[src/rtl/multiplicador_sequencial_if.sv]
// Start/result bundle between the multiplier and its driver.
// The slave side is the multiplier itself.
interface multiplicador_sequencial_if #(
   parameter int N = 8
);
   logic           iniciar;
   logic [N-1:0]   multiplicando;
   logic [N-1:0]   multiplicador;
   logic [2:0]     destino;
   logic           ocupado;
   logic           pronto;
   logic           erro_destino;
   logic           escreve;
   logic [2:0]     op;
   logic [2*N-1:0] produto;

   modport master (
      output iniciar, multiplicando, multiplicador, destino,
      input  ocupado, pronto, erro_destino, escreve, op, produto
   );

   modport slave (
      input  iniciar, multiplicando, multiplicador, destino,
      output ocupado, pronto, erro_destino, escreve, op, produto
   );
endinterface

[src/rtl/multiplicador_sequencial.sv]
// Shift-add unsigned multiplier, N cycles per product, then a
// one-cycle write strobe towards the 1-to-5 demux (op/produto).
module multiplicador_sequencial #(
   parameter int       N          = 8,
   parameter bit [2:0] OP_NENHUM  = 3'b111
) (
   input logic                         clock,
   input logic                         reset,
   multiplicador_sequencial_if.slave   bus
);

   localparam int W = $clog2(N);

   typedef enum logic [1:0] {
      OCIOSO,
      CALCULA,
      ESCREVE
   } state_t;

   state_t         state;
   logic [N-1:0]   a_reg;
   logic [N-1:0]   b_reg;
   logic [2:0]     dest_reg;
   logic [2*N-1:0] acc;
   logic [W-1:0]   cnt;
   logic [2*N-1:0] parcial;
   logic [2*N-1:0] soma;

   // Partial product for the current step and the running sum.
   always_comb begin
      parcial = '0;
      if (b_reg[cnt])
         parcial = {{N{1'b0}}, a_reg} << cnt;
      soma = acc + parcial;
   end

   // Control FSM with all outputs registered.
   always_ff @(posedge clock or posedge reset) begin
      if (reset) begin
         state            <= OCIOSO;
         a_reg            <= '0;
         b_reg            <= '0;
         dest_reg         <= '0;
         acc              <= '0;
         cnt              <= '0;
         bus.ocupado      <= 1'b0;
         bus.pronto       <= 1'b0;
         bus.erro_destino <= 1'b0;
         bus.escreve      <= 1'b0;
         bus.op           <= OP_NENHUM;
         bus.produto      <= '0;
      end else begin
         bus.erro_destino <= 1'b0;
         unique case (state)
            OCIOSO: begin
               if (bus.iniciar) begin
                  if (bus.destino <= 3'd4) begin
                     a_reg       <= bus.multiplicando;
                     b_reg       <= bus.multiplicador;
                     dest_reg    <= bus.destino;
                     acc         <= '0;
                     cnt         <= '0;
                     bus.pronto  <= 1'b0;
                     bus.ocupado <= 1'b1;
                     state       <= CALCULA;
                  end else begin
                     bus.erro_destino <= 1'b1;
                  end
               end
            end
            CALCULA: begin
               acc <= soma;
               cnt <= cnt + W'(1);
               if (cnt == W'(N - 1)) begin
                  bus.produto <= soma;
                  bus.op      <= dest_reg;
                  bus.escreve <= 1'b1;
                  state       <= ESCREVE;
               end
            end
            ESCREVE: begin
               bus.escreve <= 1'b0;
               bus.op      <= OP_NENHUM;
               bus.ocupado <= 1'b0;
               bus.pronto  <= 1'b1;
               state       <= OCIOSO;
            end
            default: state <= OCIOSO;
         endcase
      end
   end

endmodule

[src/flat_wrapper.sv]
// flat-port wrapper written by rule: the top's interface ports become plain ports
module multiplicador_sequencial_flat 
#(
   parameter int       N          = 8,
   parameter bit [2:0] OP_NENHUM  = 3'b111
)
  (clock, reset, bus_iniciar, bus_multiplicando, bus_multiplicador, bus_destino, bus_ocupado, bus_pronto, bus_erro_destino, bus_escreve, bus_op, bus_produto);
  multiplicador_sequencial_if #(.N(N)) bus_i ();
  input logic clock;
  input logic reset;
  input wire logic [$bits(bus_i.iniciar)-1:0] bus_iniciar;
  input wire logic [$bits(bus_i.multiplicando)-1:0] bus_multiplicando;
  input wire logic [$bits(bus_i.multiplicador)-1:0] bus_multiplicador;
  input wire logic [$bits(bus_i.destino)-1:0] bus_destino;
  output wire logic [$bits(bus_i.ocupado)-1:0] bus_ocupado;
  output wire logic [$bits(bus_i.pronto)-1:0] bus_pronto;
  output wire logic [$bits(bus_i.erro_destino)-1:0] bus_erro_destino;
  output wire logic [$bits(bus_i.escreve)-1:0] bus_escreve;
  output wire logic [$bits(bus_i.op)-1:0] bus_op;
  output wire logic [$bits(bus_i.produto)-1:0] bus_produto;
  assign bus_i.iniciar = bus_iniciar;
  assign bus_i.multiplicando = bus_multiplicando;
  assign bus_i.multiplicador = bus_multiplicador;
  assign bus_i.destino = bus_destino;
  assign bus_ocupado = bus_i.ocupado;
  assign bus_pronto = bus_i.pronto;
  assign bus_erro_destino = bus_i.erro_destino;
  assign bus_escreve = bus_i.escreve;
  assign bus_op = bus_i.op;
  assign bus_produto = bus_i.produto;
  multiplicador_sequencial #(.N(N), .OP_NENHUM(OP_NENHUM)) u_core (.clock(clock), .reset(reset), .bus(bus_i));
endmodule
[config.mk]
export PLATFORM = sky130hd
export DESIGN_NAME = multiplicador_sequencial_flat
export DESIGN_NICKNAME = d
export VERILOG_FILES = /design/src/rtl/multiplicador_sequencial_if.sv /design/src/rtl/multiplicador_sequencial.sv /design/src/flat_wrapper.sv
export SDC_FILE = /design/constraint.sdc
export NUM_CORES = 1
export LEC_CHECK = 0
export ABC_AREA = 1
export BUFFER_PORTS_ARGS = -buffer_cell sky130_fd_sc_hd__clkbuf_2
export CORE_ASPECT_RATIO = 0.75
export CORE_MARGIN = 4
export CORE_UTILIZATION = 50
export DETAILED_ROUTE_END_ITERATION = 6
export PLACE_DENSITY_LB_ADDON = 0.15
export SETUP_SLACK_MARGIN = 0.1
export SLEW_MARGIN = 0
export SYNTH_ARGS = -nofsm -noshare
export SYNTH_HDL_FRONTEND = slang
export SYNTH_SLANG_ARGS = --single-unit
[constraint.sdc]
create_clock -name clock -period 2.3 [get_ports clock]
set_input_delay 0.345 -clock clock [delete_from_list [all_inputs] [get_ports clock]]
set_output_delay 0.345 -clock clock [all_outputs]
set_load 0.1 [all_outputs]
Word level (Yosys, flattened, before mapping):

Cells that the tools add are included.
W data, S select, Z words.

* register bits: 63
* input bits: 22
* word-level logic and storage cells: 59
* output and inout bits: 23

* muxes and demuxes: 26
* shifts and indexed selects: 1
* equal/unequal tests: 6
* magnitude comparators: 2
* add/sub/neg operators: 2
* reductions and logical operators: 10

Operators by type and width (number)
* $mux W16: 3
* $pmux W16 S2: 1
* $add A16 B16 Y16: 1
* $shl A8 B3 Y16: 1
* $pmux W3 S2: 2
* $reduce_and A3 Y1: 4
* $mux W1: 9
* $mux W3: 3
* $mux W2: 3
* $pmux W1 S2: 3
* $reduce_bool A2 Y1: 3
* $lt A3 B4 Y1 const B: 1
* $ne A2 B1 Y1 const B: 2
* $pmux W2 S2: 1
* $reduce_and A2 Y1: 2
* $add A3 B1 Y3 const B: 1
* $bmux W1 S3: 1
* $eq A3 B3 Y1 const B: 1
* $le A3 B3 Y1 const B: 1
* $eq A2 B1 Y1 const B: 1
* $eq A2 B2 Y1 const B: 1
* $logic_not A2 Y1: 1
* $ne A2 B2 Y1 const B: 1

Longest topological paths before layout:

Gate-level depths: netlist of the first run.

* depth after elaboration: 5
* depth in mapped cells: 18
* mapped depth without buffers: 18

Least setup slack after synthesis of the first run:

Ideal clock, no wire load.

* path type: reg-to-reg
* start: register u_core.cnt[0]
* end: register u_core.bus.produto[6]
* library setup time: 0.120 ns
* data arrival time: 2.185 ns
* path buffers: 1
* stages on the path, launching flop included: 15
* clock period less this slack: 2.304 ns
* required time: 2.180 ns
* path slack: -0.004 ns
* path through: dfrtp_1 > buf_2 > o21ai_0 > o21ai_0 > nand2_1 > nor3_1 > ha_1 > fa_1 > nand2_1 > nand2_1 > nand3b_1 > nand2_1 > or2_2 > nand3_1 > nand2_1

* cells in the longest elaborated chain, start to end: 4
* elaborated cells between the ends (all ways): 7
* classes of those cells: 1 x add/sub; 1 x eq/ne; 1 x shift; 3 x mux; 1 x reduce/logical

Ends and longest elaborated chain
* start: declaration: RTL line multiplicador_sequencial.sv:25 `logic [W-1:0] cnt;`
* start signal: assignment: RTL line multiplicador_sequencial.sv:73 `cnt <= cnt + W'(1);`
* $bmux W1 S3: RTL line multiplicador_sequencial.sv:32 `if (b_reg[cnt])`
* $mux W1 (not written as such): RTL line multiplicador_sequencial.sv:32
* $mux W16: RTL line multiplicador_sequencial.sv:32
* $add A16 B16 Y16: RTL line multiplicador_sequencial.sv:34 `soma = acc + parcial;`
* end signal: assignment: RTL line multiplicador_sequencial.sv:75 `bus.produto <= soma;`
* end: declaration: RTL line multiplicador_sequencial_if.sv:24 `output ocupado, pronto, erro_destino, escreve, op, produto`

Parallel ways exist; a longest one is shown, timed or not. The select of a mux whose other input is x is not followed.
A chain may end at the register's enable or synchronous reset.

Final worst setup path of the first run:

* start: register u_core.cnt[0]
* end: register u_core.acc[14]

* cells in the longest elaborated chain, start to end: 5
* elaborated cells between the ends (all ways): 6
* classes of those cells: 1 x add/sub; 1 x shift; 4 x mux

Ends and longest elaborated chain
* $bmux W1 S3: RTL line multiplicador_sequencial.sv:32
* $mux W1 (not written as such): RTL line multiplicador_sequencial.sv:32
* $mux W16 (*): RTL line multiplicador_sequencial.sv:32
* $add A16 B16 Y16 (*): RTL line multiplicador_sequencial.sv:34
* $pmux W16 S2 (*): RTL line multiplicador_sequencial.sv:54 `unique case (state)`
* end signal: assignment: RTL line multiplicador_sequencial.sv:72 `acc <= soma;`
* end: declaration: RTL line multiplicador_sequencial.sv:24 `logic [2*N-1:0] acc;`

Mark *: on every way between the ends. The rest lies on a longest branch, timed or not. The select of a mux whose other input is x is not followed.

==> out/results.ini, run 1 <==
[global_route]
grt_pass1_wl_mm = 17.17
antenna_found_initial = 0
track_usage = 0.2404
grt_pass1_vias = 3583
grt_max_degree = 64
overflow = 0

[final_layout]
drive_gt1_frac = 0.4320
fillCellCount = 518
multi_input_area_um2 = 2557
syn2layout_area_growth_pct = 42.35
seqCellArea_um2 = 1582
top_regs = u_core.acc x16, u_core.bus.produto x16
final_nets = 653
num_antenna_cells = 0

[critical_path]
crit_fanout = 6
crit_type = flop to flop
critPathRequiredTime_ns = 2.55
worstPathArrival_ns = 2.81
cp-end-kind = flop
cp-start-kind = flop
r2r_slack_ns = -0.26

[drt]
ant_nets = 0
routedWlPerCell_um = 16.01
first_pass_iters = 5
wl_mm = 11.51
first_iter_violations = 305
vias_per_cell = 5.362
drcViolationCount = 0
via_count = 3855

[logic_synthesis]
synthAdderAreaFrac = 0.06169
yosys.area_share.simple = 0.3396
synth-compound-area-share = 0.08690
synth_mux_area_frac = 0
async_reset_ff_frac = 1.000
syn_inst = 521
ys_seq_area_frac = 0.4189
ys.flop_type = dfrtp_1
synth_area_leaders = dfrtp_1 (40%), nand2_1 (20%), ha_1 (5.6%)
ys.warnings.count = 0
synth_top_area_frac = 0.3980
synth_common_cells = nand2_1 (201), dfrtp_1 (60), inv_1 (56)
syn_nets = 561
post_synth.cell_area_avg_um2 = 7.241
ys_types = 34
yosysTopAreaCell = dfrtp_1
synth.most_common_cell = nand2_1
ys_ff_latch = 63
synthXorXnorAreaFrac = 0.009287
netlist_area_um2 = 3772
synth_top_family_by_area = simple AND/OR/NAND/NOR gates
synth_edf_count = 0

[sta]
finClkSkew_ns = 0.01534
setup_ws_ns = -0.2590
setup_viol = 24
finalHoldViolations = 0
tightestPinTransition_ns = 0.5517
fin_crit_sh = 1.113
clock.fmax_mhz = 390.8
hold_ws_ns = 0.01587
maxSlewViolCount = 0
rsz0062_at_grt = true
slew_headroom = 0.6337
fin_crit_ns = 2.559

[run_status]
violations = setup timing
status = finished with violations

[die]
std_cell_rows = 27
initial_core_util = 0.5146
io_pins = 45
die-area_um2 = 9013
core_area_um2 = 7331
die_x_um = 108.3
die_y_um = 83.23

[clocking]
cts.path.max_buffers = 2
cts-root-buf = clkbuf_8
cts_tree = done
cts-htree-levels = 3
clk_pin_slew_ns = 0.08
numCtsBuffers = 9
cts.sinks = 63
clock_latency_ns = 0.36

[place]
io_buffers = 44
dp_hpwl_mm = 7.151
gp_congestion = 0.9060

[worst_hold_path]
worstHoldPathType = input pin to async pin

[run]
cap_violations = 0

what timing repair did:
action                                  in CTS  in global routing
endpoints found under the hold margin        0                  0
hold buffers                                 0                  0
pin swaps                                   26                 69
endpoints found under the setup margin      26                 30
setup buffers                                1                  5
gates cloned                                 1                  0
resized for setup                           70                126
metrics by stage:
stage | instances | utilization | area [um^2] | worst slack, ns | TNS [ns]
finish | 719 | 0.7325 | 5370 | -0.2590 | -3.806
global route | 719 | 0.7325 | 5370 | -0.4363 | -7.694
CTS | 714 | 0.6675 | 4893 | -0.1555 | -2.893
detailed placement | 696 | 0.6025 | 4417 | -0.3017 | -4.975
global placement | 696 | 0.6025 | 4417 | -0.2228 | -3.616
floorplan | 521 | - | 3820 | 0.09457 | 0
path summary, 6_finish.rpt:
path	start	end	cells after the start
setup reg to reg	u_core.cnt[0]	u_core.acc[14]	18
min in group clock	bus_multiplicador[7]	u_core.b_reg[7]	3
hold reg to reg	u_core.dest_reg[1]	u_core.dest_reg[1]	2
hold / removal	reset	u_core.bus.produto[9]	3
setup / recovery	u_core.cnt[0]	u_core.acc[14]	18
max in group asynchronous	reset	u_core.bus.op[2]	3
metal layers:
| metal | routed length [um] | GRT usage | vias to the layer above | part of all wire |
|---|---|---|---|---|
| met5 | 0 | 0 | - | 0 |
| met4 | 297 | 0.06193 | 0 | 0.026 |
| met3 | 898 | 0.05905 | 37 | 0.078 |
| met2 | 5129 | 0.3527 | 165 | 0.45 |
| met1 | 5182 | 0.3544 | 1828 | 0.45 |
| li1 | - | - | 1825 | - |
worst max-delay path, stage by stage (launching register included):
cell and delay [ns]:
dfrtp_2 0.44, buf_6 0.14, o21ai_1 0.15, nand2_1 0.06, o21ai_1 0.08, buf_4 0.15
nor2_1 0.04, o21ai_1 0.15, inv_1 0.10, ha_4 0.30, nand2_1 0.09, inv_1 0.11
nand2_2 0.07, nor3_2 0.18, nand2_2 0.13, nand2_2 0.09, nand2_2 0.06, nand3_2 0.05
nand2_1 0.06
logic make-up (layout without fill, tap and decap cells):
kind of cell / count (synthesis) / count (layout)
fa+ha+maj: 18 / 18
xor+xnor: 4 / 4
simple gates: 306 / 306
flops: 63 / 63
buf+inv: 74 / 171
compound gates: 56 / 56
final cells by class:
cell class / instances / share of cell area
inverters: 60 / 0.04543
clock buffers: 11 / 0.02446
multi-input cells: 384 / 0.4762
clock inverters: 5 / 0.01561
well taps: 101 / 0.02353
flip-flops and latches: 63 / 0.2945
repair buffers: 95 / 0.1202
placed cells by master (no fill, tap or decap), types with 6 or more instances in the layout:
cell type | synthesis | routed
nand2_1 | 201 | 145
dfrtp_1 | 60 | 59
inv_1 | 56 | 44
clkbuf_2 | 0 | 44
buf_4 | 2 | 42
nand2_2 | 1 | 41
nor2_1 | 38 | 30
o21ai_1 | 4 | 22
nand3_1 | 41 | 21
nand3_2 | 0 | 20
nand2_4 | 2 | 18
inv_2 | 2 | 11
ha_4 | 0 | 10
o21ai_2 | 0 | 9
clkbuf_8 | 0 | 9
buf_6 | 2 | 8
a21oi_2 | 6 | 7
o21ai_0 | 34 | 7
nor2_4 | 2 | 6
nor2_2 | 2 | 6
ha_1 | 17 | 6
Power of run 1 is not shown: default switching activity piles up to over one toggle a cycle in this logic, so the estimate is an artifact.
==> inputs of run 2 (changes only) <==
--- a/config.mk
+++ b/config.mk
@@ -7,7 +7,6 @@
 export LEC_CHECK = 0
 export ABC_AREA = 1
 export BUFFER_PORTS_ARGS = -buffer_cell sky130_fd_sc_hd__clkbuf_2
-export CORE_ASPECT_RATIO = 0.75
 export CORE_MARGIN = 4
 export CORE_UTILIZATION = 50
 export DETAILED_ROUTE_END_ITERATION = 6
==> out/results.ini, run 2 (synthesis gave the netlist of run 1 again) <==
[final_layout]
final_common_cell = nand2_1
fin_area_um2 = 5316
drive_gt1_frac = 0.4171
top_regs = u_core.acc x16, u_core.bus.produto x16
syn2layout_area_growth_pct = 40.93
final_nets = 656
mostFrequentLayoutCells = nand2_1 (154), dfrtp_1 (60), buf_4 (47)
num_antenna_cells = 0
fin_cells = 720

[die]
std_cell_rows = 31
initial_core_util = 0.5173
die-area_um2 = 8998
die_y_um = 94.86
core_area_um2 = 7292
io_pins = 45
die_x_um = 94.86

[clocking]
numCtsBuffers = 9
cts-htree-levels = 3
clk_pin_slew_ns = 0.08
cts_tree = done
cts.sinks = 63
clock_latency_ns = 0.36
cts.path.max_buffers = 2
cts-root-buf = clkbuf_8

[critical_path]
crit_family = simple AND/OR/NAND/NOR gates
regToRegEndpoint = u_core.bus.produto[11]
worst-path-buf-inv = 2
crit_slowest_cell = dfrtp_1
worstPathArrival_ns = 2.77
crit_end = u_core.bus.produto[11]
r2r_slack_ns = -0.22
critPathRequiredTime_ns = 2.55
crit_fanout = 8
cpPeakStageDelay_ns = 0.43
cp-end-kind = flop
worst-path-stages = 18
path_cells = buf_6 > or2_1 > o21ai_2 > nand2_1 > nand2_2 > nor2_2 > o21ai_2 > inv_2 > ha_4 > nand2_4 > nor2_4 > nand3_2 > nand2_4 > nand2_4 > nand2_2 > nand2_2 > nand3_1 > nand2_1
cp-start-kind = flop
crit-reg2reg-launch = u_core.cnt[0]
crit_type = flop to flop
rr_worst_depth = 18
startpoint = u_core.cnt[0]

[drt]
first_iter_violations = 309
drcViolationCount = 0
vias_per_cell = 5.313
first_pass_iters = 5
wl_mm = 11.19
ant_nets = 0
routedWlPerCell_um = 15.55
via_count = 3825

[place]
dp.cells = 693
io_buffers = 44
place_area_um2 = 4407
dp_hpwl_mm = 6.790
gp_congestion = 0.8922

[global_route]
track_usage = 0.2449
grt_max_degree = 50
grt_pass1_vias = 3606
overflow = 0
antenna_found_initial = 0
grt_pass1_wl_mm = 16.93

[run_status]
violations = setup timing
status = finished with violations

[sta]
tightestPinTransition_ns = 0.5527
setup_ws_ns = -0.2176
fin_crit_ns = 2.518
maxSlewViolCount = 0
slew_headroom = 0.6331
tns_ns = -3.498
setup_viol = 25
fin_crit_sh = 1.095
finalHoldViolations = 0
rsz0062_at_grt = true
finClkSkew_ns = 0.01231
clock.fmax_mhz = 397.2

[run]
cap_violations = 0

[worst_hold_path]
worstHoldPathType = input pin to flop

==> run 2: how the worst min path moves through the flow <==
stage,to,depth (start not counted),slack [ns],from
global placement,u_core.bus.produto[9],2,0.31,reset
floorplan,u_core.b_reg[4],2,0.44,u_core.b_reg[4]
CTS,u_core.b_reg[2],3,0.21,bus_multiplicador[2]
global route,u_core.b_reg[1],3,0.23,bus_multiplicador[1]
finish,u_core.b_reg[2],3,0.22,bus_multiplicador[2]
detailed placement,u_core.bus.produto[9],2,0.31,reset
==> run 2: repair_timing <==
action | in CTS | in global routing
endpoints found under the setup margin | 26 | 28
buffers inserted | 6 | 3
pin swaps | 19 | 29
resized for setup | 97 | 76
gates cloned | 1 | 0
hold buffers | 1 | 0
hold endpoints to repair | 11 | 0
==> run 2: area by class of cell <==
cell class / instances / area [um^2]
Clock buffer: 9 / 123.9
Clock inverter: 7 / 100.1
Fill cell: 564 / 1976
Inverter: 60 / 239.0
Multi-Input combinational cell: 384 / 2490
Sequential cell: 63 / 1580
Tap cell: 99 / 123.9
Timing Repair Buffer: 98 / 659.4
==> run 2: metal layers <==
layer / up-vias / routed length, um / GRT usage
met2: 176 / 5260 / 0.3705
met1: 1772 / 4925 / 0.3404
li1: 1838 / - / -
met3: 39 / 631 / 0.04064
met5: - / 0 / 0
met4: 0 / 376 / 0.1190
==> run 2: through the flow <==
stage | hold slack, ns | worst slack, ns | utilization
5_1_grt | 0.2270 | -0.3715 | 0.7291
4_1_cts | 0.2096 | -0.08519 | 0.6884
3_3_place_gp | 0.3100 | -0.2505 | 0.6043
3_5_place_dp | 0.3145 | -0.2754 | 0.6043
6_report | 0.2203 | -0.2176 | 0.7291
2_1_floorplan | 0.4366 | 0.09457 | -
==> run 2: worst min-delay path: stages <==
cell,delay [ns]
clkbuf_2,0.08
nand3_1,0.06
nand2_1,0.05
Power of run 2 is left out for the same reason.
==> inputs of run 3 (changes only) <==
--- a/config.mk
+++ b/config.mk
@@ -9,9 +9,11 @@
 export BUFFER_PORTS_ARGS = -buffer_cell sky130_fd_sc_hd__clkbuf_2
 export CORE_MARGIN = 4
 export CORE_UTILIZATION = 50
+export CTS_CLUSTER_SIZE = 20
 export DETAILED_ROUTE_END_ITERATION = 6
-export PLACE_DENSITY_LB_ADDON = 0.15
+export PLACE_DENSITY = 0.77
 export SETUP_SLACK_MARGIN = 0.1
+export SKIP_LAST_GASP = 1
 export SLEW_MARGIN = 0
 export SYNTH_ARGS = -nofsm -noshare
 export SYNTH_HDL_FRONTEND = slang
==> out/results.ini, run 3 (synthesis gave the netlist of run 1 again) <==
[critical_path]
crit-reg2reg-launch = u_core.cnt[0]
crit_slowest_cell = dfrtp_2
worstPathArrival_ns = 2.88
crit_fanout = 6
worst-path-buf-inv = 3
rr_worst_depth = 17
cp-start-kind = flop
cpPeakStageDelay_ns = 0.47
critPathRequiredTime_ns = 2.55
crit_family = simple AND/OR/NAND/NOR gates
path_cells = buf_2 > o21ai_1 > nand2_1 > o21ai_1 > nor2_1 > o21ai_1 > inv_1 > ha_4 > nand2_2 > inv_2 > nand2_2 > nor3_2 > nand2_1 > nand2_1 > nand2_2 > nand3_2 > nand2_1
regToRegEndpoint = u_core.acc[13]
cp-end-kind = flop
r2r_slack_ns = -0.33
cp_common_cell = nand2_1
crit_type = flop to flop

[clocking]
cts-root-buf = clkbuf_8
numCtsBuffers = 9
cts.path.max_buffers = 2
clk_pin_slew_ns = 0.08
cts.sinks = 63
clock_latency_ns = 0.36
cts-htree-levels = 3
cts_tree = done

[drt]
wl_mm = 10.84
via_count = 3827
ant_nets = 0
routedWlPerCell_um = 15.16
first_pass_iters = 5
drcViolationCount = 0
first_iter_violations = 334
vias_per_cell = 5.352

[die]
die_x_um = 94.86
io_pins = 45
core_area_um2 = 7292
std_cell_rows = 31
die_y_um = 94.86
die-area_um2 = 8998
initial_core_util = 0.5173

[sta]
slew_headroom = 0.6388
clock.fmax_mhz = 380.6
maxSlewViolCount = 0
rsz0062_at_grt = true
finalHoldViolations = 0
finClkSkew_ns = 0.01029
setup_viol = 24
setup_ws_ns = -0.3277
fin_crit_ns = 2.628
tightestPinTransition_ns = 0.5441
fin_crit_sh = 1.142

[global_route]
grt_max_degree = 64
grt_pass1_wl_mm = 17.31
overflow = 0
track_usage = 0.2469
grt_pass1_vias = 3745
antenna_found_initial = 0

[worst_hold_path]
worstHoldPathType = input pin to async pin

[place]
dpl_worst_slack_ns = -0.4564
gp_congestion = 0.9128
io_buffers = 44
dp_hpwl_mm = 6.901

[final_layout]
fillCellCount = 570
num_antenna_cells = 0
drive_gt1_frac = 0.3750
top_regs = u_core.acc x16, u_core.bus.produto x16
mostFrequentLayoutCells = nand2_1 (165), dfrtp_1 (59), inv_1 (46)
final_common_cell = nand2_1
final_nets = 651
syn2layout_area_growth_pct = 34.39

[run_status]
violations = setup timing
status = finished with violations

[run]
cap_violations = 0

run 3: how the worst max path moves through the flow:
stage,endpoint,from,depth (start not counted),slack [ns]
after floorplan,u_core.bus.produto[6],u_core.cnt[0],14,0.09
after global placement,u_core.acc[15],u_core.cnt[0],16,-0.34
after detailed placement,u_core.bus.produto[7],u_core.cnt[0],14,-0.46
after CTS,u_core.bus.produto[7],u_core.cnt[0],16,-0.13
after global routing,u_core.acc[13],u_core.cnt[0],18,-0.45
final,u_core.acc[13],u_core.cnt[0],17,-0.33
run 3: stage by stage:
stage               TNS, ns  instances  instance area, um^2  hold slack, ns    util
detailed placement   -8.860        690                 4384          0.4269  0.6012
global route         -7.548        715                 5070         0.04043  0.6953
finish               -4.441        715                 5070         0.01908  0.6953
global placement     -5.932        690                 4384          0.4178  0.6012
floorplan                 0        521                 3820          0.4366       -
CTS                  -2.204        713                 4855         0.03738  0.6658
run 3: timing repair:
action / 4_1_cts / 5_1_grt
pin swaps: 26 / 30
endpoints found under the setup margin: 30 / 30
buffers inserted: 6 / 2
gates resized for setup: 73 / 57
cloned: 1 / 0
hold buffers: 0 / 0
run 3: worst register-to-register path, cell delays in order, from the launching register on:
cell and delay, ns:
dfrtp_2 0.47, buf_2 0.17, o21ai_1 0.18, nand2_1 0.07, o21ai_1 0.19, nor2_1 0.09
o21ai_1 0.16, inv_1 0.10, ha_4 0.31, nand2_2 0.06, inv_2 0.07, nand2_2 0.06
nor3_2 0.17, nand2_1 0.13, nand2_1 0.10, nand2_2 0.08, nand3_2 0.07, nand2_1 0.06
run 3: routing by layer:
metal / GRT usage / vias up / share of wire / wire, um
met1: 0.3200 / 1794 / 0.42 / 4521
met2: 0.3917 / 166 / 0.49 / 5277
met4: 0.1118 / 0 / 0.031 / 338
li1: - / 1823 / - / -
met5: 0 / - / 0 / 0
met3: 0.05817 / 44 / 0.064 / 698
run 3: final cells by class:
class                      count  area (um^2)  area share
inverter                      60        234.0     0.04615
multi-input combinational    384         2301      0.4539
tap                           99        123.9     0.02443
timing repair buffer          93        625.6      0.1234
clock inverter                 7        80.08     0.01579
clock buffer                   9        123.9     0.02443
sequential                    63         1582      0.3119
Power of run 3 is left out for the same reason.
